$ cat config.mk
export PLATFORM = sky130hd
export DESIGN_NAME = vedic_mult_seq
export DESIGN_NICKNAME = d
export VERILOG_FILES = /design/src/rtl/vedic_mult_seq.sv
export SDC_FILE = /design/constraint.sdc
export NUM_CORES = 1
export LEC_CHECK = 0
export BUFFER_PORTS_ARGS = -buffer_cell sky130_fd_sc_hd__clkbuf_2
export CAP_MARGIN = 20
export CORE_MARGIN = 2
export CORE_UTILIZATION = 58
export DETAILED_ROUTE_END_ITERATION = 7
export PLACE_DENSITY = 0.81
export SLEW_MARGIN = 25
export SYNTH_ARGS = -nofsm -noshare
export SYNTH_HDL_FRONTEND = slang
export SYNTH_SLANG_ARGS = --single-unit
$ cat constraint.sdc
create_clock -name clk -period 12.6 [get_ports clk]
set_input_delay 0.63 -clock clk [delete_from_list [all_inputs] [get_ports clk]]
set_output_delay 0.63 -clock clk [all_outputs]
set_load 0.02 [all_outputs]
$ cat src/rtl/vedic_mult_seq.sv
// Iterative sign-magnitude multiplier: retires DIGIT multiplier bits per CALC cycle
// through a DIGIT x WIDTH partial-product adder into a right-shifting accumulator.
module vedic_mult_seq #(
    parameter int WIDTH = 32,
    parameter int DIGIT = 4
) (
    input  logic               clk,
    input  logic               rst,
    input  logic [WIDTH-1:0]   a,
    input  logic [WIDTH-1:0]   b,
    input  logic               is_signed,
    input  logic               start,
    output logic               busy,
    output logic [2*WIDTH-1:0] result,
    output logic               valid_out
);

    localparam int ITER = WIDTH / DIGIT;
    localparam int CW   = $clog2(ITER + 1);

    // Handshake: start is accepted on any edge where busy=0 (IDLE or DONE);
    // valid_out pulses for one cycle with result, and busy is low in that cycle.
    typedef enum logic [1:0] {IDLE, CALC, DONE} state_t;

    state_t             state_q, state_d;
    logic [WIDTH-1:0]   a_mag_q, a_mag_d;
    logic [WIDTH-1:0]   b_sh_q, b_sh_d;
    logic [2*WIDTH-1:0] acc_q, acc_d;
    logic [2*WIDTH-1:0] result_q, result_d;
    logic [CW-1:0]      cnt_q, cnt_d;
    logic               neg_q, neg_d;

    logic [WIDTH+DIGIT-1:0] pp;
    logic [WIDTH+DIGIT-1:0] sum_hi;
    logic [2*WIDTH-1:0]     acc_next;
    logic                   accept;

    // Partial product of |a| and the lowest DIGIT bits still waiting in b_sh_q.
    always_comb begin
        pp = '0;
        for (int i = 0; i < DIGIT; i++) begin
            if (b_sh_q[i]) begin
                pp = pp + ({{DIGIT{1'b0}}, a_mag_q} << i);
            end
        end
        sum_hi = {{DIGIT{1'b0}}, acc_q[2*WIDTH-1:WIDTH]} + pp;
    end

    // The running sum sits in the top half and slides right DIGIT bits per step,
    // so after ITER steps it lands at its true weight.
    generate
        if (DIGIT < WIDTH) begin : g_shift
            assign acc_next = {sum_hi, acc_q[WIDTH-1:DIGIT]};
        end else begin : g_whole
            assign acc_next = sum_hi;
        end
    endgenerate

    assign accept = start && (state_q != CALC);

    always_comb begin
        state_d  = state_q;
        a_mag_d  = a_mag_q;
        b_sh_d   = b_sh_q;
        acc_d    = acc_q;
        result_d = result_q;
        cnt_d    = cnt_q;
        neg_d    = neg_q;
        case (state_q)
            IDLE: begin
                if (start) state_d = CALC;
            end
            CALC: begin
                if (cnt_q == CW'(ITER)) begin
                    state_d  = DONE;
                    result_d = neg_q ? -acc_q : acc_q;
                end else begin
                    acc_d  = acc_next;
                    b_sh_d = b_sh_q >> DIGIT;
                    cnt_d  = cnt_q + CW'(1);
                end
            end
            DONE: begin
                state_d = start ? CALC : IDLE;
            end
            default: state_d = IDLE;
        endcase
        if (accept) begin
            a_mag_d = (is_signed && a[WIDTH-1]) ? -a : a;
            b_sh_d  = (is_signed && b[WIDTH-1]) ? -b : b;
            neg_d   = is_signed && (a[WIDTH-1] ^ b[WIDTH-1]);
            acc_d   = '0;
            cnt_d   = '0;
        end
    end

    always_ff @(posedge clk) begin
        if (!rst) begin
            state_q  <= IDLE;
            a_mag_q  <= '0;
            b_sh_q   <= '0;
            acc_q    <= '0;
            result_q <= '0;
            cnt_q    <= '0;
            neg_q    <= 1'b0;
        end else begin
            state_q  <= state_d;
            a_mag_q  <= a_mag_d;
            b_sh_q   <= b_sh_d;
            acc_q    <= acc_d;
            result_q <= result_d;
            cnt_q    <= cnt_d;
            neg_q    <= neg_d;
        end
    end

    assign busy      = (state_q == CALC);
    assign valid_out = (state_q == DONE);
    assign result    = result_q;

endmodule

### After elaboration in Yosys (flattened, before gate mapping)

Index checks and enable logic that the tools add are counted.
Widths: inputs -> output; s select.

| operators by class | value |
|---|---|
| add/subtract/negate cells | 8 |
| equal/unequal tests | 7 |
| muxes and demuxes | 14 |
| bitwise logic cells | 3 |
| reductions and logical operators | 11 |

Operators by type and width:

| kind | count |
|---|---|
| $mux 32 | 6 |
| $mux 36 | 3 |
| $mux 64 | 1 |
| $neg 32->32 | 2 |
| $neg 64->64 | 1 |
| $add 32x36->36 | 1 |
| $add 36x34->36 | 1 |
| $add 36x35->36 | 1 |
| $add 32x33->34 | 1 |
| $reduce_and 2->1 | 4 |
| $pmux 2 s3 | 1 |
| $add 4x1->4 const B | 1 |
| $eq 4x4->1 const B | 1 |
| $logic_and 1x1->1 | 4 |
| $mux 2 | 2 |
| $ne 2x1->1 const B | 2 |
| $ne 2x2->1 const B | 2 |
| $eq 2x1->1 const B | 1 |
| $eq 2x2->1 const B | 1 |
| $logic_not 2->1 | 1 |
| $not 1->1 | 2 |
| $reduce_bool 2->1 | 1 |
| $reduce_or 2->1 | 1 |
| $mux 1 | 1 |
| $xor 1x1->1 | 1 |

| storage, ports and cells | value |
|---|---|
| flip-flop bits (word level) | 199 |
| input port bits | 68 |
| output and inout port bits | 66 |
| logic and storage cells | 50 |

### Logic depth before layout (Yosys ltp)

Gate-level depths: netlist (run 1).

| depth | value |
|---|---|
| word-level depth | 8 |
| depth in mapped cells | 45 |

### Least setup slack after synthesis (run 1)

Ideal clock, no wire load.

| timing | value |
|---|---|
| path type | register to register |
| start | register b_sh_q[0] |
| end | register acc_q[61] |
| arrival | 8300 ps |
| slack | 4237 ps |
| cell stages (with the launch flop) | 38 |
| buffers on the path | 4 |
| path through | dfxtp_1 -> clkbuf_1 -> clkbuf_1 -> clkbuf_1 -> and2_1 -> ha_1 -> a21o_1 -> maj3_1 -> a21oi_1 -> nor3b_1 -> o21ai_1 -> a21oi_1 -> or3_1 -> a31o_2 -> ha_1 -> clkbuf_1 -> and4_1 -> nor2b_1 -> [... 2 more ...] -> o311ai_0 -> xor2_1 -> a22oi_1 -> o21ai_0 -> ha_1 -> and2_1 -> and3_1 -> nand2_1 -> o21ai_0 -> o21ba_2 -> xnor2_1 -> mux2_2 -> ha_1 -> nand4_1 -> o21ai_0 -> a31oi_1 -> or4b_2 -> nand3_1 |

| on the way | value |
|---|---|
| word-level cells in the longest chain between the ends | 8 |

RTL lines:

| element | line | source |
|---|---|---|
| from (decl) | 27 | `logic [WIDTH-1:0] b_sh_q, b_sh_d;` |
| from (signal assigned) | 109 | `b_sh_q <= b_sh_d;` |
| $mux 32 (*) | 42 | `if (b_sh_q[i]) begin` |
| $add 32x33->34 | 43 | `pp = pp + ({{DIGIT{1'b0}}, a_mag_q} << i);` |
| $mux 36 (*) | 42 |  |
| $add 36x34->36 | 43 |  |
| $mux 36 (*) | 42 |  |
| $add 36x35->36 | 43 |  |
| $mux 36 (*) | 42 |  |
| $add 32x36->36 (*) | 46 | `sum_hi = {{DIGIT{1'b0}}, acc_q[2*WIDTH-1:WIDTH]} + pp;` |
| to (signal assigned) | 102 | `acc_q <= '0;` |
| to (signal assigned) | 110 | `acc_q <= acc_d;` |
| to (decl) | 28 | `logic [2*WIDTH-1:0] acc_q, acc_d;` |

Every way passes the cells marked *; elsewhere a longest branch is shown, timed or not.
A chain may end at the register's enable or synchronous reset.

### Worst setup path in the final report (run 1)

| timing | value |
|---|---|
| start | register b_sh_q[0] |
| end | register acc_q[63] |

Same word-level chain as after synthesis.

==> results of run 1 <==
[stage by stage]
| stage | power [mW] | cells |
|---|---|---|
| 2_1_floorplan | 1.12 | 2380 |
| 3_3_place_gp | 1.25 | 2796 |
| 3_5_place_dp | 1.26 | 2796 |
| 4_1_cts | 1.83 | 2828 |
| 5_1_grt | 1.92 | 2828 |
| 6_report | 1.84 | 2828 |
[state kept, by name, summed over array words and instances, names as in the netlist]
name	cells
b_sh_q	32
acc_q	64
result	64
state_q	2
a_mag_q	32
neg_q	1
cnt_q	4
[placed cells by master, fill, tap and decap left out, types with 24 or more instances in the layout]
cell type / instances
nand2_1: 371
a21oi_1: 206
dfxtp_1: 198
o21ai_0: 148
clkbuf_2: 132
ha_1: 131
xor2_1: 122
nor2_1: 112
xnor2_1: 101
o211a_1: 84
inv_1: 72
nand3_1: 67
and2_1: 55
a21o_1: 53
o31ai_1: 38
nor3_1: 35
mux2_2: 33
o211ai_1: 24
nand4_1: 24
[area by class of cell]
type	count	area, um^2
flip-flops and latches	199	3990
clock inverters	14	171
well taps	396	495
inverters	73	274
multi-input cells	1981	13300
clock buffers	18	439
repair buffers	147	773
fillers	2729	11200
[layer usage]
metal  GRT usage, %  part of all wire (%)  wire, um
met5              0                     0         0
met4           10.9                   3.2      1620
met3           3.64                   5.7      2900
met2           52.2                    47     23900
met1           39.0                    44     22200
[power by group through the flow]
stage | clock (mW) | combinational (mW) | sequential (mW)
floorplan | 0 | 0.432 | 0.688
global placement | 0 | 0.541 | 0.708
detailed placement | 0 | 0.550 | 0.709
CTS | 0.583 | 0.555 | 0.694
global route | 0.604 | 0.622 | 0.698
finish | 0.577 | 0.562 | 0.697
[tightest hold or removal path, stage by stage (launching register included)]
cell      delay [ns]
dfxtp_1         0.32
nand2_1         0.05
a21boi_1        0.05
[logic make-up after synthesis]
| group | share of synthesized area, % |
|---|---|
| and+or+nand+nor | 21.6 |
| AOI/OAI and AO/OA | 28.8 |
| xor gates and xnor gates | 10.8 |
| buffers and inverters | 4.37 |
| DFF | 22.1 |
| adders and majority gates | 9.59 |
| muxes | 2.73 |
[worst paths after layout]
| kind | end | startpoint | slack, ns |
|---|---|---|---|
| max | acc_q[63]$_SDFFE_PP0P_ | b_sh_q[0]$_SDFFE_PN0P_ | 3.16 |
| min | result[63]$_SDFFE_PN0P_ | result[63]$_SDFFE_PN0P_ | 0.46 |
| max reg2reg | acc_q[63]$_SDFFE_PP0P_ | b_sh_q[0]$_SDFFE_PN0P_ | 3.16 |
| min reg2reg | result[63]$_SDFFE_PN0P_ | result[63]$_SDFFE_PN0P_ | 0.46 |
==> summary.md, run 1 <==
| Metric | Value |
|---|---|
| Largest net degree at the start of global routing | `107` |
| DRT iter0 DRCs | `1465` |
| Max-cap viol count | `0` |
| Yosys top cell by area | `dfxtp_1` |
| Post-CTS Repair Setup Buffers | `0` |
| Finished Core Util | `63.5%` |
| CTS tree | `built` |
| Worst path depth | `40` |
| Reg clk slew, reported paths | `0.09 ns` |
| Register share of total power | `38.0%` |
| Min cycle time layout | `9.44 ns` |
| Worst Skew | `0.0222 ns` |
| FFs w/ async S/R, synth | `0%` |
| Top-count cell post-synth | `nand2_1` |
| CP max stage cell | `or4b_2` |
| P_leak | `9.24 nW` |
| Critical path class | `register to register` |
| Via count | `17900` |
| Seq/Total Area, Yosys | `22.1%` |
| Port bufs | `133` |
| Worst hold path type | `register to register` |
| Starting Density | `59.0%` |
| Routed wire length | `50700 um` |
| Startpoint types | `register` |
| Post-Syn Area per Cell | `7.58 um^2` |
| Power share of the clock group | `31.4%` |
| Crit-path max cell delay | `0.62 ns` |
| Final setup viols | `0` |
| Root Driver | `clkbuf_16` |
| Synth top cells by count | `nand2_1 (373), a21oi_1 (206), dfxtp_1 (199), o21ai_0 (148), ha_1 (131)` |
| Worst Setup Slack, final | `3.16 ns` |
| Post-Place Setup Slack | `3.41 ns` |
| Synth Warn # | `0` |
| Maximum VDD drop | `96.9 uV` |
| Wire per inst | `17.9 um` |
| Min Hold Slack | `0.464 ns` |
| I/O Pins | `134` |
| Slew HR | `34.4%` |
| CTS Hold Bufs | `0` |
| EDFF count, synth | `0` |
| Share of layout cells above drive strength 1 | `10.4%` |
| Final TNS setup | `0 ns` |
| Peak Freq | `106 MHz` |
| Core area | `30600 um^2` |
| CP max FO | `40` |
| Tcrit/Tclk final | `74.9%` |
| Die footprint | `32500 um^2` |
| Crit path DAT | `9.82 ns` |
| Vias in the first global route | `16500` |
| Clock Sinks | `199` |
| Area of the mapped netlist | `18000 um^2` |
| Final Hold Fails | `0` |
| Cell count after synthesis | `2380` |
| Post-DRT Antenna Nets | `0` |
| Vias/cell | `6.33` |
| Gr usage total | `30.3%` |
| Global-route wire length before repair | `82700 um` |
| Worst-Skew Late Latency | `0.45 ns` |
| Die width | `180 um` |
| Post-synth top area share | `22.1%` |
| Nets | `2622` |
| CTS Buf Count | `17` |
| Synth-to-layout area growth | `7.69%` |
| Post-route DRC | `0` |
| WP buf/inv | `2` |
| DP Area | `18800 um^2` |
| Crit path capture type | `register` |
| Synth Flop Type | `dfxtp_1` |
| Dpl hpwl | `38600 um` |
| Worst slew pin tran | `0.985 ns` |
| CP required | `12.97 ns` |
| Mapped Nets | `2583` |
| Number of synthesized register bits | `199` |
| Cell row count | `64` |
| Max-slew violations | `0` |
| WHS Path Cells | `2` |
| Fin area | `19400 um^2` |
| Register-to-Register Path Depth | `40` |
| DR pass1 iterations | `5` |
| Logic pwr share | `30.6%` |
| Cell mode on critical path | `ha_1` |
| Net Sw Frac | `37.5%` |
| PostCTS Resize Cnt | `0` |
| Status | `finished, final reports clean` |
| Internal Power | `1.15 mW` |
| Kind of cell adding the most delay to the critical path | `compound AO/OA/AOI/OAI gates` |
| Unique masters post-synth | `85` |
| Initial antenna violation count | `0` |
| PwrDens | `94.5 nW/um^2` |
| Sw Pwr | `687 uW` |
| H-tree depth | `4` |
| CTS max path bufs | `2` |
| GRT overflow | `0` |
| GPL Wtd Cong | `0.990` |
| Antenna cells | `0` |
| Top cells by area, synth | `dfxtp_1 (22%), ha_1 (9.1%), nand2_1 (7.8%)` |
| Unrepaired setup endpoints after global routing | `false` |
| Die height | `180 um` |
Power figures use the tool's default switching activity.
==> run 2: changes to the inputs <==
Clock period 12.6 ns to 9.5 ns, I/O delays scaled along.
==> run 2 against run 1 <==
Register-to-register slack worse by 2.8 ns. Power up 32%. Maximum frequency up 3.7%. Via count increased by 0.56%. Largest power group unchanged.
==> summary.md, run 2 (synthesis gave the netlist of run 1 again) <==
| Metric | Value |
|---|---|
| Status | `finished, final reports clean` |
| CTS max path bufs | `2 (unchanged)` |
| Routed wire length | `51400 um (+1.4%)` |
| DP Area | `18900 um^2 (+0.24%)` |
| Cell row count | `64 (unchanged)` |
| Post-Layout Cell Count | `2837 (+0.32%)` |
| Clock Sinks | `199 (unchanged)` |
| GR peak layer | `met2` |
| Antenna cells | `0 (unchanged)` |
| Min cycle time layout | `9.11 ns (-0.338 ns)` |
| Wire per inst | `18.1 um (+1.1%)` |
| Max-slew violations | `0 (unchanged)` |
| Root Driver | `clkbuf_16` |
| Maximum VDD drop | `128 uV (+32%)` |
| Reg clk slew, reported paths | `0.09 ns (about the same)` |
| Startpoint types | `register` |
| Post-route DRC | `0 (unchanged)` |
| Starting Density | `59.0% (unchanged)` |
| GRT overflow | `0 (unchanged)` |
| Die height | `180 um (unchanged)` |
| Commonest non-fill, non-tap cell in the layout | `nand2_1` |
| CP required | `9.87 ns (-3.10 ns)` |
| CTS tree | `built` |
| Slew HR | `35.0% (+0.67 points)` |
| Worst Skew | `0.0190 ns (-0.00313 ns)` |
| Cell mode on critical path | `ha_1` |
| Global-route wire length before repair | `84100 um (+1.6%)` |
| Crit-path max cell delay | `0.65 ns (+0.03 ns)` |
| Critical path class | `register to register` |
| Commonest non-fill, non-tap cells in the layout | `nand2_1 (371), a21oi_1 (205), dfxtp_1 (197)` |
| Worst-Skew Late Latency | `0.45 ns (about the same)` |
| Via count | `18000 (+0.56%)` |
| M2 GR Usage | `51.9% (-0.26 points)` |
| PwrDens | `124 nW/um^2 (+31%)` |
| CTS Hold Bufs | `0 (unchanged)` |
| I/O Pins | `134 (unchanged)` |
| Met3 Resource Use GR | `4.02% (+0.38 points)` |
| Cells after DPL | `2802 (+0.21%)` |
| Gr usage total | `30.9% (+0.62 points)` |
| CP max FO | `37 (-7.5%)` |
| Post-Place Setup Slack | `0.236 ns (-3.17 ns)` |
| Largest net degree at the start of global routing | `106 (-0.93%)` |
| CTS Buf Count | `17 (unchanged)` |
| Initial antenna violation count | `1 (+1)` |
| Core area | `30600 um^2 (unchanged)` |
| Die width | `180 um (unchanged)` |
| Tcrit/Tclk final | `95.8% (+21 points)` |
| Vias in the first global route | `16900 (+2.1%)` |
| Crit path DAT | `9.48 ns (-0.34 ns)` |
| Fin area | `19600 um^2 (+0.76%)` |
| Nets | `2631 (+0.34%)` |
| Share of layout cells above drive strength 1 | `11.3% (+0.90 points)` |
| Min Hold Slack | `0.316 ns (-0.148 ns)` |
| GR Layer Usage met1 | `40.5% (+1.4 points)` |
| Unrepaired setup endpoints after global routing | `false` |
| Post-DRT Antenna Nets | `0 (unchanged)` |
| DRT iter0 DRCs | `2000 (+37%)` |
| Worst hold path type | `input port to register` |
| Dpl hpwl | `39100 um (+1.3%)` |
| Die footprint | `32500 um^2 (unchanged)` |
| GPL Wtd Cong | `1.04 (+4.9%)` |
| Final Hold Fails | `0 (unchanged)` |
| Peak Freq | `110 MHz (+3.7%)` |
| DR pass1 iterations | `8 (+3)` |
| Crit path capture type | `register` |
| Worst Setup Slack, final | `0.394 ns (-2.76 ns)` |
| Vias/cell | `6.34 (+0.24%)` |
| Synth-to-layout area growth | `8.51%` |
| Max-cap viol count | `0 (unchanged)` |
| CP max stage cell | `or4b_2` |
| Final setup viols | `0 (unchanged)` |
| Port bufs | `133 (unchanged)` |
| Final TNS setup | `0 ns (unchanged)` |
| H-tree depth | `4 (unchanged)` |
| Worst slew pin tran | `0.975 ns (-0.0101 ns)` |
| P_leak | `9.29 nW (+0.52%)` |
## run 2: area by class of cell
type                    instances  area (um^2)
flip-flops and latches        199         3990
well taps                     396          495
repair buffers                156          848
inverters                      73          274
multi-input cells            1981        13400
clock inverters                13          155
clock buffers                  19          453
fillers                      2714        11000
## run 2: timing repair
action	in CTS	in global routing
buffers inserted	0	3
setup endpoints to repair	0	8
resized for setup	0	21
## run 2: report_power, final
part | leakage, nW | internal (mW) | total [mW] | switching, mW
combinational | 7.38 | 0.293 | 0.756 | 0.463
clock | 0.292 | 0.368 | 0.749 | 0.381
sequential | 1.62 | 0.866 | 0.923 | 0.0579
## run 2: per-layer routing
layer | vias to the layer above | share of wire (%)
li1 | 8747 | -
met1 | 8463 | 43
met2 | 664 | 47
met3 | 118 | 6.6
met4 | 0 | 3.5
met5 | - | 0
## run 2: critical path, delay by kind of cell (launching register included)
kind | cells | cell delay (ns)
AO/OA/AOI/OAI | 17 | 3.51
XOR/XNOR | 2 | 0.31
adder cells (fa/ha/maj) | 5 | 1.84
buffers and inverters | 2 | 0.45
flip-flops | 1 | 0.40
AND/OR/NAND/NOR | 11 | 2.52
## run 2: per-stage QoR
step                util (%)  power [mW]
finish                  64.0        2.43
global route            64.0        2.55
CTS                     63.6        2.42
detailed placement      61.6        1.68
global placement        61.6        1.66
floorplan                  -        1.49
## run 2: path summary, 6_finish.rpt
check	slack (ns)	endpoint	startpoint	depth (start not counted)
max reg2reg	0.39	acc_q[61]$_SDFFE_PP0P_	b_sh_q[0]$_SDFFE_PN0P_	37
min reg2reg	0.45	result[63]$_SDFFE_PN0P_	result[63]$_SDFFE_PN0P_	2
max	0.39	acc_q[61]$_SDFFE_PP0P_	b_sh_q[0]$_SDFFE_PN0P_	37
min	0.32	state_q[0]$_SDFFE_PN0P_	start	3
==> run 3: changes to the inputs <==
Settings changed: CAP_MARGIN 20 to 25, CORE_ASPECT_RATIO set to 0.9.
==> run 3 against run 2 <==
Sequential power down 0.7%. Routed wire length down 0.50%. Non-clock buffer count down 4. Power down 0.38%. Critical path depth unchanged. Sequential share of layout area up 0.054 points. Hold slack worse by 0.024 ns. Global-route usage up 0.23 points. Critical endpoint is now acc_q[59]$_SDFFE_PP0P_. Worst setup slack better by 0.11 ns. First-iteration DRC count down 23%.
==> summary.md, run 3 (synthesis gave the netlist of run 1 again) <==
| Metric | Value |
|---|---|
| Status | `finished, final reports clean` |
| Reg clk slew, reported paths | `0.09 ns (about the same)` |
| Total power | `2.42 mW (-0.38%)` |
| GPL Wtd Cong | `0.971 (-6.5%)` |
| Register-to-Register Path Depth | `37 (unchanged)` |
| Clock Sinks | `199 (unchanged)` |
| Net Sw Frac | `37.4% (+0.30 points)` |
| Internal Power | `1.51 mW (-0.86%)` |
| DP Area | `18900 um^2 (about the same)` |
| CTS Hold Bufs | `0 (unchanged)` |
| CP required | `9.87 ns (about the same)` |
| GRT overflow | `0 (unchanged)` |
| Crit path capture type | `register` |
| Commonest non-fill, non-tap cells in the layout | `nand2_1 (371), a21oi_1 (204), dfxtp_1 (197)` |
| Die width | `190 um (+5.3%)` |
| Worst hold path type | `input port to register` |
| Nets | `2627 (-0.15%)` |
| Max-cap viol count | `0 (unchanged)` |
| Synth-to-layout area growth | `8.23%` |
| Worst-Skew Late Latency | `0.46 ns (about the same)` |
| Vias/cell | `6.33 (-0.22%)` |
| Unrepaired setup endpoints after global routing | `false` |
| Reg2reg end | `acc_q[59]$_SDFFE_PP0P_` |
| Multi-input gate area | `13300 um^2 (-0.20%)` |
| Sw Pwr | `906 uW (+0.43%)` |
| Die footprint | `32500 um^2 (about the same)` |
| Logic pwr share | `31.2% (about the same)` |
| Slew HR | `33.0% (-2.0 points)` |
| Finished Core Util | `63.5% (-0.52 points)` |
| Worst Skew | `0.0145 ns (-0.00457 ns)` |
| Crit-path max cell delay | `0.41 ns (-0.24 ns)` |
| Starting Density | `58.6% (-0.32 points)` |
| Cell mode on critical path | `ha_1` |
| Global-route wire length before repair | `83300 um (-0.90%)` |
| Wire per inst | `18.0 um (-0.81%)` |
| Final setup viols | `0 (unchanged)` |
| DRT iter0 DRCs | `1535 (-23%)` |
| Critical path class | `register to register` |
| Register share of total power | `37.9% (about the same)` |
| CTS max path bufs | `2 (unchanged)` |
| Power share of the clock group | `30.9% (about the same)` |
| DR pass1 iterations | `7 (-1)` |
| CTS tree | `built` |
| Share of layout cells above drive strength 1 | `11.0% (-0.31 points)` |
| Final Hold Fails | `0 (unchanged)` |
| Max-slew violations | `0 (unchanged)` |
| Dpl hpwl | `38800 um (-0.82%)` |
| Register area | `3990 um^2 (unchanged)` |
| Post-DRT Antenna Nets | `0 (unchanged)` |
| I/O Pins | `134 (unchanged)` |
| Commonest non-fill, non-tap cell in the layout | `nand2_1` |
| Fillers | `2670 (-1.6%)` |
| PwrDens | `124 nW/um^2 (-0.12%)` |
| Cell row count | `61 (-4.7%)` |
| Root Driver | `clkbuf_16` |
| Fin area | `19500 um^2 (-0.26%)` |
| Initial antenna violation count | `0 (-1)` |
| Die height | `171 um (-5.0%)` |
| Cells after DPL | `2812 (+0.36%)` |
| Routed wire length | `51100 um (-0.50%)` |
| Port bufs | `133 (unchanged)` |
| Post-Layout Cell Count | `2846 (+0.32%)` |
| Final TNS setup | `0 ns (unchanged)` |
| CTS Buf Count | `17 (unchanged)` |
| Vias in the first global route | `16700 (-1.1%)` |
| Post-route DRC | `0 (unchanged)` |
| Flop-to-flop setup slack | `0.51 ns (+0.11 ns)` |
| Largest net degree at the start of global routing | `108 (+1.9%)` |
| Worst slew pin tran | `1.00 ns (+0.0302 ns)` |
| Core area | `30800 um^2 (+0.55%)` |
| Min cycle time layout | `8.99 ns (-0.114 ns)` |
| Launch point of the worst reg-to-reg path | `b_sh_q[0]$_SDFFE_PN0P_` |
| Antenna cells | `0 (unchanged)` |
| Hold Path Sink | `a_mag_q[0]$_SDFFE_PN0P_` |
| Gr usage total | `31.2% (+0.23 points)` |
| CP max stage cell | `ha_1` |
| WHS Path Cells | `3 (unchanged)` |
| H-tree depth | `4 (unchanged)` |
| P_leak | `9.26 nW (-0.31%)` |
| Maximum VDD drop | `138 uV (+7.7%)` |
| Min-delay src | `a[0]` |
| Crit path DAT | `9.37 ns (-0.11 ns)` |
| Startpoint types | `register` |
| Via count | `18000 (+0.10%)` |
| CP max FO | `26 (-30%)` |
| Tcrit/Tclk final | `94.6% (-1.2 points)` |
| Peak Freq | `111 MHz (+1.3%)` |
run 3: final cells by class:
cell class | instances | share of cell area (%)
Timing Repair Buffer | 152 | 4.15
Inverter | 73 | 1.40
Tap cell | 409 | 2.62
Sequential cell | 199 | 20.4
Multi-Input combinational cell | 1981 | 68.3
Clock inverter | 14 | 0.897
Clock buffer | 18 | 2.20
run 3: stage by stage:
stage / setup WS (ns) / hold WS [ns]
floorplan: 1.14 / 0.441
global placement: 0.667 / 0.455
detailed placement: 0.414 / 0.468
CTS: 0.339 / 0.288
global route: 0.00596 / 0.305
finish: 0.509 / 0.291
run 3: worst max path at each step:
stage,depth (start not counted),startpoint,endpoint,slack (ns)
2_1_floorplan,37,b_sh_q[0]$_SDFFE_PN0P_,acc_q[61]$_SDFFE_PP0P_,1.14
3_3_place_gp,36,a_mag_q[1]$_SDFFE_PN0P_,acc_q[61]$_SDFFE_PP0P_,0.67
3_5_place_dp,38,a_mag_q[1]$_SDFFE_PN0P_,acc_q[63]$_SDFFE_PP0P_,0.41
4_1_cts,38,a_mag_q[1]$_SDFFE_PN0P_,acc_q[63]$_SDFFE_PP0P_,0.34
5_1_grt,38,b_sh_q[0]$_SDFFE_PN0P_,acc_q[59]$_SDFFE_PP0P_,0.006
6_report,37,b_sh_q[0]$_SDFFE_PN0P_,acc_q[59]$_SDFFE_PP0P_,0.51
run 3: repair_timing:
item	4_1_cts	5_1_grt
endpoints found under the setup margin	0	9
resized for setup	0	17
setup buffers	0	2
endpoints found under the hold margin	0	0
run 3: critical path, delay by kind of cell (launching register included):
| kind | cells | cell delay, ns |
|---|---|---|
| AOI/OAI and AO/OA | 17 | 3.91 |
| muxes | 1 | 0.27 |
| adders and majority gates | 5 | 1.79 |
| xor gates and xnor gates | 3 | 0.42 |
| and+or+nand+nor | 9 | 1.64 |
| DFF | 1 | 0.38 |
| buffers and inverters | 2 | 0.50 |
run 3: layer usage:
metal | wire length [um] | vias to the layer above | track usage [%]
met5 | 0 | - | 0
met4 | 1320 | 0 | 10.5
met3 | 3050 | 95 | 3.55
met2 | 23800 | 674 | 52.5
met1 | 23000 | 8502 | 41.5
li1 | - | 8739 | -
run 3: power groups by stage:
stage	registers, mW	logic (mW)	clock network (mW)
after floorplan	0.912	0.573	0
after global placement	0.935	0.720	0
after detailed placement	0.935	0.736	0
after CTS	0.916	0.740	0.756
after global routing	0.921	0.832	0.786
final	0.917	0.755	0.748
